==> config.mk <==
export PLATFORM = sky130hd
export DESIGN_NAME = spiflash_reader
export DESIGN_NICKNAME = d
export VERILOG_FILES = /design/src/rtl/spiflash_reader.sv
export SDC_FILE = /design/constraint.sdc
export NUM_CORES = 1
export LEC_CHECK = 0
export CAP_MARGIN = 20
export CORE_MARGIN = 3
export CORE_UTILIZATION = 35
export CTS_CLUSTER_DIAMETER = 60
export DETAILED_ROUTE_END_ITERATION = 10
export SLEW_MARGIN = 40
export SYNTH_ARGS = -nofsm -noshare
export SYNTH_HDL_FRONTEND = slang
export SYNTH_SLANG_ARGS = --single-unit
export TNS_END_PERCENT = 1
==> constraint.sdc <==
create_clock -name clk -period 2.34 [get_ports clk]
set_input_delay 0.468 -clock clk [delete_from_list [all_inputs] [get_ports clk]]
set_output_delay 0.468 -clock clk [all_outputs]
set_load 0.02 [all_outputs]
==> src/rtl/spiflash_reader.sv <==
// SPI flash READ (0x03) sequencer: drives SS/SCK/MOSI in mode 0 from a clk divider,
// shifts 24-bit address out and streams len bytes back on a data/data_valid strobe.
module spiflash_reader #(
    parameter int CLK_DIV = 4,
    parameter int CS_GAP  = 4
) (
    input  logic        clk,
    input  logic        rst,
    input  logic        start,
    input  logic        abort,
    input  logic [23:0] addr,
    input  logic [15:0] len,
    output logic        busy,
    output logic        done,
    output logic [7:0]  data,
    output logic        data_valid,
    output logic        spi_ss,
    output logic        spi_sck,
    input  logic        spi_miso,
    output logic        spi_mosi
);
    typedef enum logic [2:0] {IDLE, CMD, ADDR, READ, GAP, DONE} state_t;

    localparam logic [7:0] DIV_LAST = 8'(CLK_DIV - 1);
    localparam logic [7:0] GAP_LAST = 8'(CS_GAP - 1);
    localparam logic [7:0] READ_CMD = 8'h03;

    state_t      state, state_n;
    logic [7:0]  div_cnt, div_cnt_n;
    logic [7:0]  gap_cnt, gap_cnt_n;
    logic [4:0]  bit_cnt, bit_cnt_n;
    logic [31:0] tx, tx_n;
    logic [7:0]  rx, rx_n;
    logic [15:0] byte_cnt, byte_cnt_n;
    logic        byte_ready, byte_ready_n;
    logic        busy_n, done_n, data_valid_n, ss_n, sck_n, mosi_n;
    logic [7:0]  data_n;
    logic        half_end, enter_gap;

    // Every output is a flop; the comb block below only computes next values.
    always_ff @(posedge clk) begin
        if (rst) begin
            state      <= IDLE;
            div_cnt    <= '0;
            gap_cnt    <= '0;
            bit_cnt    <= '0;
            tx         <= '0;
            rx         <= '0;
            byte_cnt   <= '0;
            byte_ready <= 1'b0;
            busy       <= 1'b0;
            done       <= 1'b0;
            data       <= '0;
            data_valid <= 1'b0;
            spi_ss     <= 1'b1;
            spi_sck    <= 1'b0;
            spi_mosi   <= 1'b0;
        end else begin
            state      <= state_n;
            div_cnt    <= div_cnt_n;
            gap_cnt    <= gap_cnt_n;
            bit_cnt    <= bit_cnt_n;
            tx         <= tx_n;
            rx         <= rx_n;
            byte_cnt   <= byte_cnt_n;
            byte_ready <= byte_ready_n;
            busy       <= busy_n;
            done       <= done_n;
            data       <= data_n;
            data_valid <= data_valid_n;
            spi_ss     <= ss_n;
            spi_sck    <= sck_n;
            spi_mosi   <= mosi_n;
        end
    end

    assign half_end = (div_cnt == DIV_LAST);

    always_comb begin
        state_n      = state;
        div_cnt_n    = div_cnt;
        gap_cnt_n    = gap_cnt;
        bit_cnt_n    = bit_cnt;
        tx_n         = tx;
        rx_n         = rx;
        byte_cnt_n   = byte_cnt;
        byte_ready_n = 1'b0;
        busy_n       = busy;
        done_n       = 1'b0;
        data_n       = data;
        data_valid_n = 1'b0;
        ss_n         = spi_ss;
        sck_n        = spi_sck;
        mosi_n       = spi_mosi;
        enter_gap    = 1'b0;

        case (state)
            IDLE: begin
                if (start) begin
                    state_n    = CMD;
                    busy_n     = 1'b1;
                    ss_n       = 1'b0;
                    sck_n      = 1'b0;
                    tx_n       = {READ_CMD, addr};
                    mosi_n     = READ_CMD[7];
                    byte_cnt_n = len;
                    div_cnt_n  = '0;
                    bit_cnt_n  = '0;
                end
            end
            CMD, ADDR, READ: begin
                if (abort) begin
                    enter_gap = 1'b1;
                end else begin
                    div_cnt_n = half_end ? 8'd0 : div_cnt + 8'd1;
                    // The strobe trails the 8th sampling edge by one clk.
                    if (byte_ready) begin
                        data_valid_n = 1'b1;
                        data_n       = rx;
                    end
                    if (half_end && !spi_sck) begin
                        sck_n = 1'b1;
                        if (state == READ) begin
                            rx_n = {rx[6:0], spi_miso};
                            if (bit_cnt == 5'd7) begin
                                byte_ready_n = 1'b1;
                                byte_cnt_n   = byte_cnt - 16'd1;
                            end
                        end
                    end else if (half_end) begin
                        sck_n = 1'b0;
                        case (state)
                            READ: begin
                                if (bit_cnt == 5'd7) begin
                                    bit_cnt_n = '0;
                                    enter_gap = (byte_cnt == 16'd0);
                                end else begin
                                    bit_cnt_n = bit_cnt + 5'd1;
                                end
                            end
                            ADDR: begin
                                if (bit_cnt == 5'd23) begin
                                    bit_cnt_n = '0;
                                    mosi_n    = 1'b0;
                                    if (byte_cnt == 16'd0) enter_gap = 1'b1;
                                    else state_n = READ;
                                end else begin
                                    bit_cnt_n = bit_cnt + 5'd1;
                                    mosi_n    = tx[30];
                                    tx_n      = {tx[30:0], 1'b0};
                                end
                            end
                            default: begin
                                bit_cnt_n = (bit_cnt == 5'd7) ? 5'd0 : bit_cnt + 5'd1;
                                if (bit_cnt == 5'd7) state_n = ADDR;
                                mosi_n = tx[30];
                                tx_n   = {tx[30:0], 1'b0};
                            end
                        endcase
                    end
                end
            end
            GAP: begin
                if (gap_cnt == GAP_LAST) begin
                    state_n = DONE;
                    done_n  = 1'b1;
                end else begin
                    gap_cnt_n = gap_cnt + 8'd1;
                end
            end
            DONE: begin
                state_n = IDLE;
                busy_n  = 1'b0;
            end
            default: state_n = IDLE;
        endcase

        // Abort and normal completion share the same bus release into GAP.
        if (enter_gap) begin
            state_n   = GAP;
            ss_n      = 1'b1;
            sck_n     = 1'b0;
            mosi_n    = 1'b0;
            gap_cnt_n = '0;
            div_cnt_n = '0;
        end
    end
endmodule
==> impl_metrics.yaml, run 1 <==
worst_setup_path:
  cp.depth: 6
  path_cells: "or4_4 > or3_1 > nor4_2 > a211o_2 > buf_4 > a311oi_1"
  required_ns: 2.55
  critical_path.startpoint_type: "flop"
  cp.buffers_inverters: 1
  critPathMaxStageDelay_ns: 0.55
  slowest_stage: "or4_4"
  cp_max_fo: 7
  cp-end-kind: "flop"
  rr_worst_depth: 6
  cpLargestDelayFamily: "simple AND/OR/NAND/NOR gates"
  worstSetupPathType: "flop to flop"
  arrival_ns: 2.42
place:
  finalWeightedCongestion: 0.846
  hpwl_um: 7630
  portBuffers: 58
  place_inst: 774
  placed_area_um2: 5430
power_and_ir_drop:
  p_leak_nw: 2.09
  p_per_area_nw_per_um2: 1140
  p_sw_mw: 2.52
  ir_worst_vdd_mv: 0.399
  p_int_mw: 3.99
  power.share.clock_pct: 22.3
  finalPower_mw: 6.51
  p_sw_share_pct: 38.7
  pwr-share-comb_pct: 43.8
  seqPwrFrac_pct: 33.9
worst_hold_path:
  hold_depth: 2
  hp-class: "flop to flop"
final_layout:
  drive_gt1_share_pct: 10.6
  finalNonFillerCells: 790
  area_growth_syn_to_layout_pct: 27.4
  finish.utilization_pct: 46.7
  fin_area_um2: 5730
  antennaDiodeCount: 0
  nets: 668
global_routing:
  grt_pass1_wl_um: 19500
  grt-ovfl-total: 0
  antenna_found_initial: 0
  grt_pass1_vias: 4108
  grt_use_total_pct: 16.3
  grt_max_degree: 58
clocking:
  htreeDepth: 3
  root_buffer: "clkbuf_16"
  cts.sinks: 94
  cts_tree: "done"
  clk_path_buf_depth: 2
  clock_latency_ns: 0.35
  clkSlewWorstSetupHoldPaths_ns: 0.07
  cts_buffers: 9
sta:
  max_slew.worst_pin.slew_ns: 0.548
  rsz0062_at_grt: "false"
  slew_viol_final: 0
  slew-limit-headroom_pct: 63.2
  finalHoldViolations: 0
  finalClockSkew_ns: 0.00843
  fin_crit_sh_pct: 94.7
  fmax_ghz: 0.451
  period_needed_ns: 2.22
  setup_viol: 0
  whs_ns: 0.470
yosys:
  synth_enable_flop_cells: 0
  syn-num-nets: 602
  ys.flop_type: "dfxtp_1"
  syn_inst: 552
  synth_area_leader_cell: "dfxtp_1"
  synth-seq-cells: 94
  syn_avg_cell_area_um2: 8.15
  syn-cell-area_um2: 4500
  ys_types: 61
  async_flop_share_pct: 0
  synth_top_area_share_pct: 41.8
  seq_area_frac_synth_pct: 41.8
  yosys_warnings: 0
  synthTopCellsByArea: "dfxtp_1, nor2_1, nand2_1, a21oi_1, a311oi_1"
floorplanning:
  start_util_pct: 36.7
  rows: 40
  fp.dieArea_um2: 14200
  io_pins: 59
  core_area_um2: 12300
  fp.dieW_um: 119
  dieHeight_um: 119
drt:
  drtPass1Iterations: 4
  wl_um: 11200
  wl_per_cell_um: 14.2
  vias: 4182
  remaining_drc_errors: 0
  drtIter0Drc: 249
  ant_nets: 0
  vias_per_cell: 5.29
outcome:
  status: "finished, final reports clean"
flow_run:
  cap_violations: 0
[synth_stat cells, types with 4 or more instances]
cell type	count
nand2b_1	8
nand3_1	17
dfxtp_1	94
o31ai_1	4
o21ai_0	30
ha_1	5
a311oi_1	24
and3_1	5
nor3_1	13
a21oi_1	42
or4_1	5
buf_2	15
inv_1	6
a21o_1	4
nand4_1	8
xor2_1	9
a211oi_1	5
nor4_1	5
mux2i_1	18
nand2_1	74
clkbuf_1	16
a31oi_1	4
nor2_1	77
[metrics by stage]
step	TNS [ns]	setup WS [ns]
4_1_cts	0	0.104
3_3_place_gp	-2.50	-0.0942
2_1_floorplan	0	0.348
6_report	0	0.124
5_1_grt	0	0.00610
3_5_place_dp	-4.01	-0.152
[worst register-to-register path, cell delays in order (launching register included)]
cell	delay, ns
dfxtp_1	0.33
or4_4	0.55
or3_1	0.44
nor4_2	0.36
a211o_2	0.19
buf_4	0.15
a311oi_1	0.05
[power by group through the flow]
stage / combinational (mW) / sequential (mW) / clock [mW]
after floorplan: 1.94 / 2.19 / 0
after global placement: 2.77 / 2.23 / 0
after detailed placement: 2.83 / 2.24 / 0
after CTS: 2.84 / 2.21 / 1.50
after global routing: 3.19 / 2.27 / 1.57
final: 2.85 / 2.21 / 1.46
[flip-flops by register name, summed over array words and instances, names as in the netlist, 3 cells and up]
register	cells
bit_cnt	5
byte_cnt	16
data	8
div_cnt	8
gap_cnt	8
rx	8
state	3
tx	31
[timing repair]
item | CTS | global route
hold buffers | 0 | 0
setup endpoints to repair | 0 | 20
resized for setup | 0 | 1
setup buffers | 0 | 1
[routing by layer]
layer | routed length, um | GRT usage, %
met1 | 5420 | 20.9
met2 | 5020 | 26.2
met3 | 558 | 3.99
met4 | 198 | 6.59
met5 | 0 | 0
[cells by family after synthesis]
logic type / after synthesis / synth area share, %
xor gates and xnor gates: 11 / 2.14
DFF: 94 / 41.8
and+or+nand+nor: 244 / 26.5
buffers and inverters: 43 / 4.42
adders and majority gates: 5 / 1.39
muxes: 18 / 4.01
AOI/OAI and AO/OA: 137 / 19.7
[path summary, 6_finish.rpt]
path	to	slack (ns)	startpoint
setup / recovery	state[0]	0.12	byte_cnt[6]
hold / removal	byte_cnt[8]	0.47	byte_cnt[8]
setup reg to reg	state[0]	0.12	byte_cnt[6]
hold reg to reg	byte_cnt[8]	0.47	byte_cnt[8]
[cell usage in the layout (no fill, tap or decap), drive strengths merged, types with 4 or more instances in the layout]
cell,n
clkdlybuf4s50,57
a211oi,5
o21ai,32
nand2b,8
a311oi,24
o31ai,4
clkbuf,10
nand2,74
a21oi,44
dfxtp,94
nor2,78
a31oi,4
or4,7
mux2i,18
buf,35
nor4,7
nand3,17
ha,5
and3,5
inv,7
a21o,4
nor3,13
nand4,8
xor2,9
[layout make-up]
class | instances | area (um^2)
timing repair buffer | 92 | 881
clock buffer | 10 | 229
sequential | 94 | 1880
multi-input combinational | 415 | 2450
clock inverter | 5 | 60.1
inverter | 6 | 22.5
tap | 168 | 210
fill | 1180 | 6530
Power figures use the tool's default switching activity.
==> inputs of run 2 (changes only) <==
Settings changed: PLACE_DENSITY set to 0.63.
==> run 2 against run 1 <==
Net effect: register-to-register slack improved by 0.04 ns; highest routed layer unchanged; combinational power about the same; cell count decreased by 0.25%; sequential power about the same; worst hold slack got worse by 0.0043 ns.
==> impl_metrics.yaml, run 2 (same netlist as run 1, synthesis figures left out) <==
power_and_ir_drop:
  pwr-share-comb_pct: 43.3
  finalPower_mw: 6.56
  p_leak_nw: 2.09
  power.share.clock_pct: 22.7
  p_sw_mw: 2.55
  ir_worst_vdd_mv: 0.497
  p_sw_share_pct: 38.9
  p_int_mw: 4.01
  seqPwrFrac_pct: 34.1
  p_per_area_nw_per_um2: 1150
final_layout:
  top_regs: "tx: 31 flops, byte_cnt: 16 flops"
  fin_area_um2: 5720
  largest_reg_flops: 31
  drive_gt1_share_pct: 10.5
  top_register: "tx"
  nets: 665
  layout.cells.most_common: "dfxtp_1"
  area_growth_syn_to_layout_pct: 27.3
  mostFrequentLayoutCells: "dfxtp_1, nor2_1, nand2_1, clkdlybuf4s50_1, a21oi_1"
  antennaDiodeCount: 0
worst_setup_path:
  critical_path.startpoint_type: "flop"
  cp.depth: 6
  rr_worst_depth: 6
  endpoint: "state[1]"
  cp_max_fo: 21
  critPathMaxStageDelay_ns: 0.55
  ff2ff_setup_slack_ns: 0.16
  path_cells: "or4_4 > or3_1 > nor4_2 > a211o_2 > buf_12 > a211oi_1"
  slowest_stage: "or4_4"
  worstSetupPathType: "flop to flop"
  cp-end-kind: "flop"
  startpoint: "byte_cnt[6]"
  arrival_ns: 2.39
  rr_endpoint: "state[1]"
  cp.buffers_inverters: 1
  cpLargestDelayFamily: "simple AND/OR/NAND/NOR gates"
  required_ns: 2.56
  reg2reg_from: "byte_cnt[6]"
sta:
  period_needed_ns: 2.18
  whs_ns: 0.466
  slew-limit-headroom_pct: 64.2
  slew_viol_final: 0
  fin_crit_sh_pct: 93.0
  max_slew.worst_pin.slew_ns: 0.530
  rsz0062_at_grt: "false"
  fmax_ghz: 0.460
  finalHoldViolations: 0
  setup_ws_ns: 0.164
  setup_viol: 0
  finalClockSkew_ns: 0.00979
global_routing:
  grt-ovfl-total: 0
  groute.layer.met1.usage_pct: 20.9
  top_usage_layer: "met2"
  grt_use_total_pct: 16.2
  antenna_found_initial: 0
  use_met2_pct: 25.8
  grt_max_degree: 58
  grt_pass1_vias: 4075
  use_met3_pct: 5.22
  grt_pass1_wl_um: 19400
floorplanning:
  rows: 40
  dieHeight_um: 119
  fp.dieW_um: 119
  fp.dieArea_um2: 14200
  io_pins: 59
  start_util_pct: 36.7
  core_area_um2: 12300
clocking:
  clk_path_buf_depth: 2
  root_buffer: "clkbuf_16"
  cts_buffers: 9
  htreeDepth: 3
  cts_tree: "done"
  holdBufCountCts: 0
  clkSlewWorstSetupHoldPaths_ns: 0.07
  clock_latency_ns: 0.35
  cts.sinks: 94
place:
  dpl_worst_slack_ns: -0.185
  hpwl_um: 7710
  finalWeightedCongestion: 0.823
  placed_area_um2: 5410
  portBuffers: 58
drt:
  ant_nets: 0
  vias_per_cell: 5.30
  remaining_drc_errors: 0
  wl_per_cell_um: 14.2
  wl_um: 11200
  drtIter0Drc: 299
  vias: 4175
  drtPass1Iterations: 4
worst_hold_path:
  hp-class: "input port to flop"
flow_run:
  cap_violations: 0
outcome:
  status: "finished, final reports clean"
run 2: stage by stage:
stage | instances | utilization, % | setup TNS, ns
after floorplan | 552 | - | 0
after global routing | 788 | 46.7 | 0
final | 788 | 46.7 | 0
after detailed placement | 771 | 44.1 | -4.18
after global placement | 771 | 44.1 | -2.38
after CTS | 787 | 46.5 | 0
run 2: power groups by stage:
stage               sequential (mW)  clock [mW]  combinational [mW]
global route                   2.29        1.59                3.18
global placement               2.25           0                2.76
finish                         2.23        1.49                2.84
floorplan                      2.19           0                1.94
detailed placement             2.26           0                2.82
CTS                            2.23        1.53                2.84
run 2: worst min path at each step:
stage / startpoint / end / slack [ns] / cells past startpoint
CTS: rst / busy / 0.44 / 2
floorplan: div_cnt[1] / div_cnt[1] / 0.44 / 2
global route: rst / busy / 0.46 / 2
finish: rst / busy / 0.47 / 2
detailed placement: tx[25] / tx[26] / 0.47 / 2
global placement: tx[28] / tx[29] / 0.46 / 2
run 2: area by class of cell:
cell class	count	area [um^2]
multi-input combinational	415	2450
fill	1215	6540
inverter	6	22.5
tap	168	210
sequential	94	1880
clock inverter	6	68.8
timing repair buffer	89	858
clock buffer	10	229
run 2: timing repair:
action	CTS	global route
buffers inserted	0	1
resized for setup	0	2
setup endpoints to repair	0	9
run 2: worst reg2reg max path: stages (launching register included):
cell and delay (ns):
dfxtp_1 0.34, or4_4 0.55, or3_1 0.43, nor4_2 0.33, a211o_2 0.17, buf_12 0.15, a211oi_1 0.06
run 2: routing by layer:
layer / routed length (um) / vias up
met5: 0 / -
met3: 593 / 11
li1: - / 2104
met2: 5240 / 95
met1: 5270 / 1965
met4: 117 / 0
